$ cat src/rtl/adder_rr_sched_pkg.sv
`default_nettype none
// ============================================================================
// Module   : adder_rr_sched_pkg
// Brief    : Shared defaults, index-width helper and round-robin pick function.
// Revision : 1.0 - initial release
// ============================================================================
package adder_rr_sched_pkg;

    localparam int DEF_NUM_REQ = 4;
    localparam int DEF_LATENCY = 2;
    localparam int DEF_WIDTH   = 32;
    localparam int MAX_REQ     = 8;
    localparam int PICK_W      = 3;

    function automatic int idx_w(input int n);
        return (n < 2) ? 1 : $clog2(n);
    endfunction

    localparam int IDX_W = idx_w(DEF_NUM_REQ);

    // First set bit of valid scanning cyclically upward from ptr, over n slots.
    // Scanning k downward lets the smallest cyclic distance win last.
    function automatic logic [PICK_W-1:0] rr_pick(
        input logic [MAX_REQ-1:0] valid,
        input logic [PICK_W-1:0]  ptr,
        input int                 n
    );
        logic [PICK_W:0]   idx;
        logic [PICK_W-1:0] pick;
        pick = ptr;
        for (int k = MAX_REQ - 1; k >= 0; k--) begin
            if (k < n) begin
                idx = {1'b0, ptr} + (PICK_W + 1)'(k);
                if (idx >= (PICK_W + 1)'(n)) begin
                    idx = idx - (PICK_W + 1)'(n);
                end
                if (valid[idx[PICK_W-1:0]]) begin
                    pick = idx[PICK_W-1:0];
                end
            end
        end
        return pick;
    endfunction

endpackage
`default_nettype wire

$ cat src/rtl/adder_pipe.sv
`default_nettype none
// ============================================================================
// Module   : adder_pipe
// Brief    : LATENCY-stage registered adder carrying an owner tag and valid bit.
// Revision : 1.0 - initial release
// ============================================================================
module adder_pipe #(
    parameter int WIDTH   = 32,
    parameter int IDX_W   = 2,
    parameter int LATENCY = 2
) (
    input  logic             clk,
    input  logic             rst,
    input  logic             i_valid,
    input  logic [IDX_W-1:0] i_tag,
    input  logic [WIDTH-1:0] i_a,
    input  logic [WIDTH-1:0] i_b,
    output logic             o_valid,
    output logic [IDX_W-1:0] o_tag,
    output logic [WIDTH-1:0] o_sum,
    output logic             o_carry
);

    logic [LATENCY-1:0] r_vld;
    logic [IDX_W-1:0]   r_tag [LATENCY];
    logic [WIDTH:0]     r_res [LATENCY];
    logic [WIDTH:0]     w_res;

    assign w_res = {1'b0, i_a} + {1'b0, i_b};

    // Stages only load on a valid token, so the last stage holds its result
    // between responses.
    always_ff @(posedge clk) begin
        if (rst) begin
            r_vld <= '0;
            for (int s = 0; s < LATENCY; s++) begin
                r_tag[s] <= '0;
                r_res[s] <= '0;
            end
        end else begin
            r_vld[0] <= i_valid;
            if (i_valid) begin
                r_tag[0] <= i_tag;
                r_res[0] <= w_res;
            end
            for (int s = 1; s < LATENCY; s++) begin
                r_vld[s] <= r_vld[s-1];
                if (r_vld[s-1]) begin
                    r_tag[s] <= r_tag[s-1];
                    r_res[s] <= r_res[s-1];
                end
            end
        end
    end

    assign o_valid = r_vld[LATENCY-1];
    assign o_tag   = r_tag[LATENCY-1];
    assign o_sum   = r_res[LATENCY-1][WIDTH-1:0];
    assign o_carry = r_res[LATENCY-1][WIDTH];

endmodule
`default_nettype wire

$ cat src/rtl/adder_rr_sched.sv
`default_nettype none
// ============================================================================
// Module   : adder_rr_sched
// Brief    : Round-robin scheduler sharing one pipelined adder among NUM_REQ
//            requesters. ADDER_RR_SCHED_PERF_EN adds issue/conflict counters.
// Revision : 1.0 - initial release
// ============================================================================
module adder_rr_sched
    import adder_rr_sched_pkg::*;
#(
    parameter int NUM_REQ = DEF_NUM_REQ,
    parameter int LATENCY = DEF_LATENCY,
    parameter int WIDTH   = DEF_WIDTH
) (
    input  logic                     wb_clk_i,
    input  logic                     wb_rst_i,
    input  logic [NUM_REQ-1:0]       req_valid,
    input  logic [NUM_REQ*WIDTH-1:0] req_a,
    input  logic [NUM_REQ*WIDTH-1:0] req_b,
    output logic [NUM_REQ-1:0]       req_ready,
    output logic [NUM_REQ-1:0]       rsp_valid,
    output logic [WIDTH-1:0]         rsp_sum,
    output logic                     rsp_carry
`ifdef ADDER_RR_SCHED_PERF_EN
    ,
    output logic [31:0]              perf_issue_cnt,
    output logic [31:0]              perf_conflict_cnt
`endif
);

    localparam int C_IDX_W = idx_w(NUM_REQ);

    logic [C_IDX_W-1:0] r_ptr;
    logic [C_IDX_W-1:0] w_gnt;
    logic [C_IDX_W-1:0] w_ptr_nxt;
    logic [MAX_REQ-1:0] w_valid_ext;
    logic               w_xfer;
    logic [WIDTH-1:0]   w_a;
    logic [WIDTH-1:0]   w_b;
    logic               w_pipe_vld;
    logic [C_IDX_W-1:0] w_pipe_tag;

    assign w_valid_ext = MAX_REQ'(req_valid);
    assign w_gnt       = C_IDX_W'(rr_pick(w_valid_ext, PICK_W'(r_ptr), NUM_REQ));

    // Ready is suppressed during reset so nothing transfers on a reset edge.
    assign w_xfer    = (|req_valid) & ~wb_rst_i;
    assign req_ready = w_xfer ? (NUM_REQ'(1) << w_gnt) : '0;
    assign w_ptr_nxt = (w_gnt == C_IDX_W'(NUM_REQ - 1)) ? '0 : w_gnt + 1'b1;

    always_ff @(posedge wb_clk_i) begin
        if (wb_rst_i) begin
            r_ptr <= '0;
        end else if (w_xfer) begin
            r_ptr <= w_ptr_nxt;
        end
    end

    assign w_a = req_a[w_gnt*WIDTH +: WIDTH];
    assign w_b = req_b[w_gnt*WIDTH +: WIDTH];

    adder_pipe #(
        .WIDTH   (WIDTH),
        .IDX_W   (C_IDX_W),
        .LATENCY (LATENCY)
    ) u_pipe (
        .clk     (wb_clk_i),
        .rst     (wb_rst_i),
        .i_valid (w_xfer),
        .i_tag   (w_gnt),
        .i_a     (w_a),
        .i_b     (w_b),
        .o_valid (w_pipe_vld),
        .o_tag   (w_pipe_tag),
        .o_sum   (rsp_sum),
        .o_carry (rsp_carry)
    );

    assign rsp_valid = w_pipe_vld ? (NUM_REQ'(1) << w_pipe_tag) : '0;

`ifdef ADDER_RR_SCHED_PERF_EN
    logic [31:0] r_issue_cnt;
    logic [31:0] r_conflict_cnt;
    logic        w_multi;

    // Clearing the lowest set bit leaves something only when two or more are set.
    assign w_multi = |(req_valid & (req_valid - 1'b1));

    always_ff @(posedge wb_clk_i) begin
        if (wb_rst_i) begin
            r_issue_cnt    <= '0;
            r_conflict_cnt <= '0;
        end else begin
            if (w_xfer) begin
                r_issue_cnt <= r_issue_cnt + 32'd1;
            end
            if (w_multi) begin
                r_conflict_cnt <= r_conflict_cnt + 32'd1;
            end
        end
    end

    assign perf_issue_cnt    = r_issue_cnt;
    assign perf_conflict_cnt = r_conflict_cnt;
`endif

endmodule
`default_nettype wire

$ cat config.mk
export PLATFORM = sky130hd
export DESIGN_NAME = adder_rr_sched
export DESIGN_NICKNAME = d
export VERILOG_FILES = /design/src/rtl/adder_rr_sched_pkg.sv /design/src/rtl/adder_pipe.sv /design/src/rtl/adder_rr_sched.sv
export SDC_FILE = /design/constraint.sdc
export NUM_CORES = 1
export LEC_CHECK = 0
export CAP_MARGIN = 20
export CORE_UTILIZATION = 45
export CTS_BUF_LIST = sky130_fd_sc_hd__clkbuf_8 sky130_fd_sc_hd__clkbuf_16
export CTS_CLUSTER_SIZE = 12
export DETAILED_ROUTE_END_ITERATION = 6
export HOLD_SLACK_MARGIN = 0.06
export MAX_ROUTING_LAYER = met4
export PLACE_DENSITY = 0.8
export SETUP_SLACK_MARGIN = 0.15
export SYNTH_ARGS = -nofsm -noshare
export SYNTH_HDL_FRONTEND = slang
export SYNTH_HIERARCHICAL = 1
export SYNTH_SLANG_ARGS = --single-unit
export TNS_END_PERCENT = 1
$ cat constraint.sdc
create_clock -name wb_clk_i -period 6.3 [get_ports wb_clk_i]
set_input_delay 0.63 -clock wb_clk_i [delete_from_list [all_inputs] [get_ports wb_clk_i]]
set_output_delay 0.63 -clock wb_clk_i [all_outputs]
set_load 0.005 [all_outputs]
==> results.md <==
Status:
- The flow ran to the end, and the final reports show no timing, DRC or antenna violations.

STA:
- The total count of hold-check failures in the final report is 0.
- The time the worst path needs with I/O delays and setup is 5531 ps.
- The minimum hold slack is 471.9 ps.
- Setup violations remaining at the end of the flow were counted as 0.
- The number of max-slew violations in the final report came to 0.
- Setup repair after global routing left no endpoint under its margin.
- The normalized max-slew margin is 48.32%.
- The largest clock skew in the final design is 8.362 ps.
- At the pin with the least slew margin, the transition time is 775.1 ps.
- The post-route fraction of the period consumed by the critical path is 87.80%.
- Derived from the worst setup path, the maximum achievable clock frequency is 180.8 MHz.
- Summed over all failing endpoints, the final setup total negative slack is 0 ps.

Yosys:
- Sequential cells were found to cover 28.82% of the synthesized design area.
- Each instance of the synthesized netlist takes up on average 9.977 um2.
- Synthesis produced a netlist whose cell count is 759.
- The total of warnings raised by yosys is 6.
- The synthesized netlist occupies a cell area of 7572 um2.
- Counting distinct cell types in the post-synthesis netlist gives 72.
- By instance count, the leading cell after synthesis is mux2i_1.
- In the synthesized netlist the dominant register cell turns out to be edfxtp_1.
- The proportion of netlist area held by the largest area contributor is 27.76%.
- After synthesis, the most frequently instantiated cells are mux2i_1 (199), edfxtp_1 (70), nor2_1 (44).
- edfxtp_1 takes more of the synthesized area than any other cell.
- The post-synthesis net count is 1057.
- The number of enable flip-flop cells after synthesis is 70.
- After synthesis, the cell types taking the most area are edfxtp_1 (28%), mux2i_1 (26%), ha_1 (5.8%).
- The total of flip-flops plus latches after synthesis is 74.
- The fraction of synthesis flops using an asynchronous set or reset pin is 0%.

Run:
- The number of maximum-capacitance constraint violations is 0.

Critical path:
- The endpoint type of the worst setup path is a flip-flop.
- The startpoint class of the critical path is a flip-flop.
- The slowest stage of the critical path is the dfxtp_1 cell.
- For the worst flop-to-flop path, the logic depth is 16.
- The worst register-to-register path begins at r_ptr[0]$_SDFFE_PP0P_.
- The critical path arrival is 5600 ps.
- The required time of the worst setup path is 6370 ps.
- On the worst path, the slowest cell contributes a delay of 640 ps.
- The terminus of the critical flop-to-flop path is u_pipe/r_res[0][30]$_SDFFCE_PN0P_.
- The largest fanout of any net on the critical path is 24.
- The internal reg-to-reg setup slack is 770 ps.
- The critical path in this run is classified as flip-flop to flip-flop.
- The critical path capture point is u_pipe/r_res[0][30]$_SDFFCE_PN0P_.
- In this run the worst setup path begins at r_ptr[0]$_SDFFE_PP0P_.
- The critical path goes through inv_1 > ha_1 > or3_1 > a31o_4 > xnor2_4 > buf_12 > mux2i_1 > mux2i_1 > ha_1 > fa_1 > a21oi_1 > o211a_1 > nor3_4 > a2111oi_1 > or4b_1 > nand3_1.

Drt:
- The total wirelength of the detailed-routed design is 21.61 mm.
- In this run the remaining antenna-violating nets after routing total 0.
- The count of routing violations after the opening detailed-route iteration is 341.
- For this run, design rule violations remaining after detail routing come to 0.
- Summing over every cut layer, the via total after detailed routing is 6457.
- The post-detailed-route wirelength per cell is 17.58 um.
- The first TritonRoute pass finished after 4 iterations.
- The average vias per placed instance is 5.254.

Global routing:
- The number of antenna violations at the first check in global routing is 0.
- The first global-routing pass estimated 33.22 mm of wire.
- The pin count of the biggest net entering global routing is 59.
- Summed over all layers, the global routing overflow is 0.
- Global routing consumed, over all layers together, 25.29% of the routing resources.
- The via count of the first global-routing pass is 6170.

Clocking:
- The clock input transition at the sequential cells of the worst setup and hold paths is 60 ps.
- The clock tree buffer depth is 2.
- The latest clock arrival within the worst-skew pair is 330 ps.
- TritonCTS built the clock tree.
- The sink count of the clock tree is 74.
- In this run the post-CTS setup repair buffer count came out at 0.
- In this run, post-CTS hold repair placed 0 buffers.
- The number of gates resized after cts is 0.
- The number of buffers inserted during clock tree synthesis is 9.
- The H-tree was split into 3 levels.
- The cell at the root of the clock tree is clkbuf_16.

Cells and area:
- After the last flow step, the layout net total stands at 1302.
- The signed area change from the synthesized netlist to the final layout is 39.90%.
- The number of diodes is 0.
- The final instance count without filler cells is 1229.
- The share of final-layout standard cells stronger than drive strength 1 is 4.856%.

Floorplanning:
- In this run the horizontal extent of the chip is 131.7 um.
- The total core area is 16520 um2.
- Pin placement for this block handled 303 I/O pins.
- Once the floorplan was initialized, standard cells occupied 45.82% of the core.
- The floorplan row count is 47.
- Measured along the y axis, the die boundary spans 131.7 um.
- The area enclosed by the die boundary is 17350 um2.

Min path:
- The worst hold path belongs to the class flip-flop to flip-flop.
- Along the worst hold path, the cell count comes to 1.

Place:
- The number of placed cells counting well taps is 1213.
- The final weighted congestion of routability-driven global placement is 0.9184.
- The number of buffers inserted by port buffering is 302.
- The sum of net half-perimeters after detailed placement is 18.19 mm.
-- placed cells by master, fill, tap and decap left out, drive strengths merged, types with 6 or more instances in the layout --
| cell | netlist | layout |
|---|---|---|
| edfxtp | 70 | 70 |
| o21a | 15 | 15 |
| a21oi | 40 | 40 |
| o21ai | 25 | 25 |
| or2 | 7 | 7 |
| nor2 | 44 | 44 |
| buf | 63 | 12 |
| ha | 35 | 35 |
| xnor2 | 8 | 8 |
| nor2b | 6 | 6 |
| or3 | 6 | 6 |
| nand2 | 34 | 34 |
| nand4 | 14 | 14 |
| a21o | 10 | 10 |
| clkbuf | 12 | 9 |
| nand3 | 11 | 11 |
| and3 | 6 | 6 |
| xor2 | 7 | 7 |
| inv | 11 | 12 |
| mux2i | 199 | 199 |
| nor3 | 22 | 22 |
| clkdlybuf4s50 | 0 | 302 |
| and2 | 41 | 41 |
-- per-layer routing --
| layer | vias up | track usage [%] | part of all wire, % |
|---|---|---|---|
| li1 | 3289 | - | - |
| met4 | 0 | 4.651 | 0.68 |
| met5 | - | - | 0 |
| met1 | 2949 | 35.04 | 47 |
| met2 | 208 | 40.18 | 47 |
| met3 | 11 | 2.623 | 4.7 |
-- logic make-up (layout without fill, tap and decap cells) --
logic type               Yosys count  count (layout)  share of synthesized area (%)
buffers and inverters             91             341                          9.848
multiplexers                     202             202                          26.90
adder cells (fa/ha/maj)           36              36                          6.048
AND/OR/NAND/NOR                  216             216                          15.57
AO/OA/AOI/OAI                    125             125                          10.84
flip-flops                        74              74                          28.82
XOR/XNOR                          15              15                          1.983
-- metrics by stage --
stage | util [%] | instance area, um2 | setup WS, ps
2_1_floorplan | - | 7572 | 1822
3_3_place_gp | 62.38 | 10310 | 900.9
3_5_place_dp | 62.38 | 10310 | 820.1
4_1_cts | 64.11 | 10590 | 781.4
5_1_grt | 64.11 | 10590 | 271.9
6_report | 64.11 | 10590 | 768.6
-- worst min path at each step --
stage	start	endpoint	slack (ps)
4_1_cts	u_pipe/r_vld[0]$_SDFF_PP0_	u_pipe/r_vld[1]$_SDFF_PP0_	470
3_3_place_gp	u_pipe/r_vld[0]$_SDFF_PP0_	u_pipe/r_vld[1]$_SDFF_PP0_	470
2_1_floorplan	u_pipe/r_vld[0]$_SDFF_PP0_	u_pipe/r_vld[1]$_SDFF_PP0_	450
5_1_grt	u_pipe/r_vld[0]$_SDFF_PP0_	u_pipe/r_vld[1]$_SDFF_PP0_	510
6_report	u_pipe/r_vld[0]$_SDFF_PP0_	u_pipe/r_vld[1]$_SDFF_PP0_	470
3_5_place_dp	u_pipe/r_vld[0]$_SDFF_PP0_	u_pipe/r_vld[1]$_SDFF_PP0_	470
-- registers in the layout, summed over array words and instances, names as in the netlist --
register	flops
u_pipe/r_tag	4
r_ptr	2
u_pipe/r_vld	2
u_pipe/r_res	66
-- cell type report --
cell class                 instances  area (um2)
clock buffer                       9       225.2
clock inverter                     7       61.31
fill                            1390        5931
inverter                          11       41.29
multi-input combinational        594        4658
sequential                        74        2182
tap                              220       275.3
timing repair buffer             314        3151
-- critical path, delay by kind of cell, from the launching register on --
family	cells	cell delay, ps
buf+inv	2	520
fa+ha+maj	3	1100
simple gates	4	800
xor+xnor	1	480
mux	2	320
compound gates	4	1400
flops	1	640
Power is left out: the tool's default activity adds up to more than one toggle a clock period on the data nets, which glitch-free logic cannot reach.
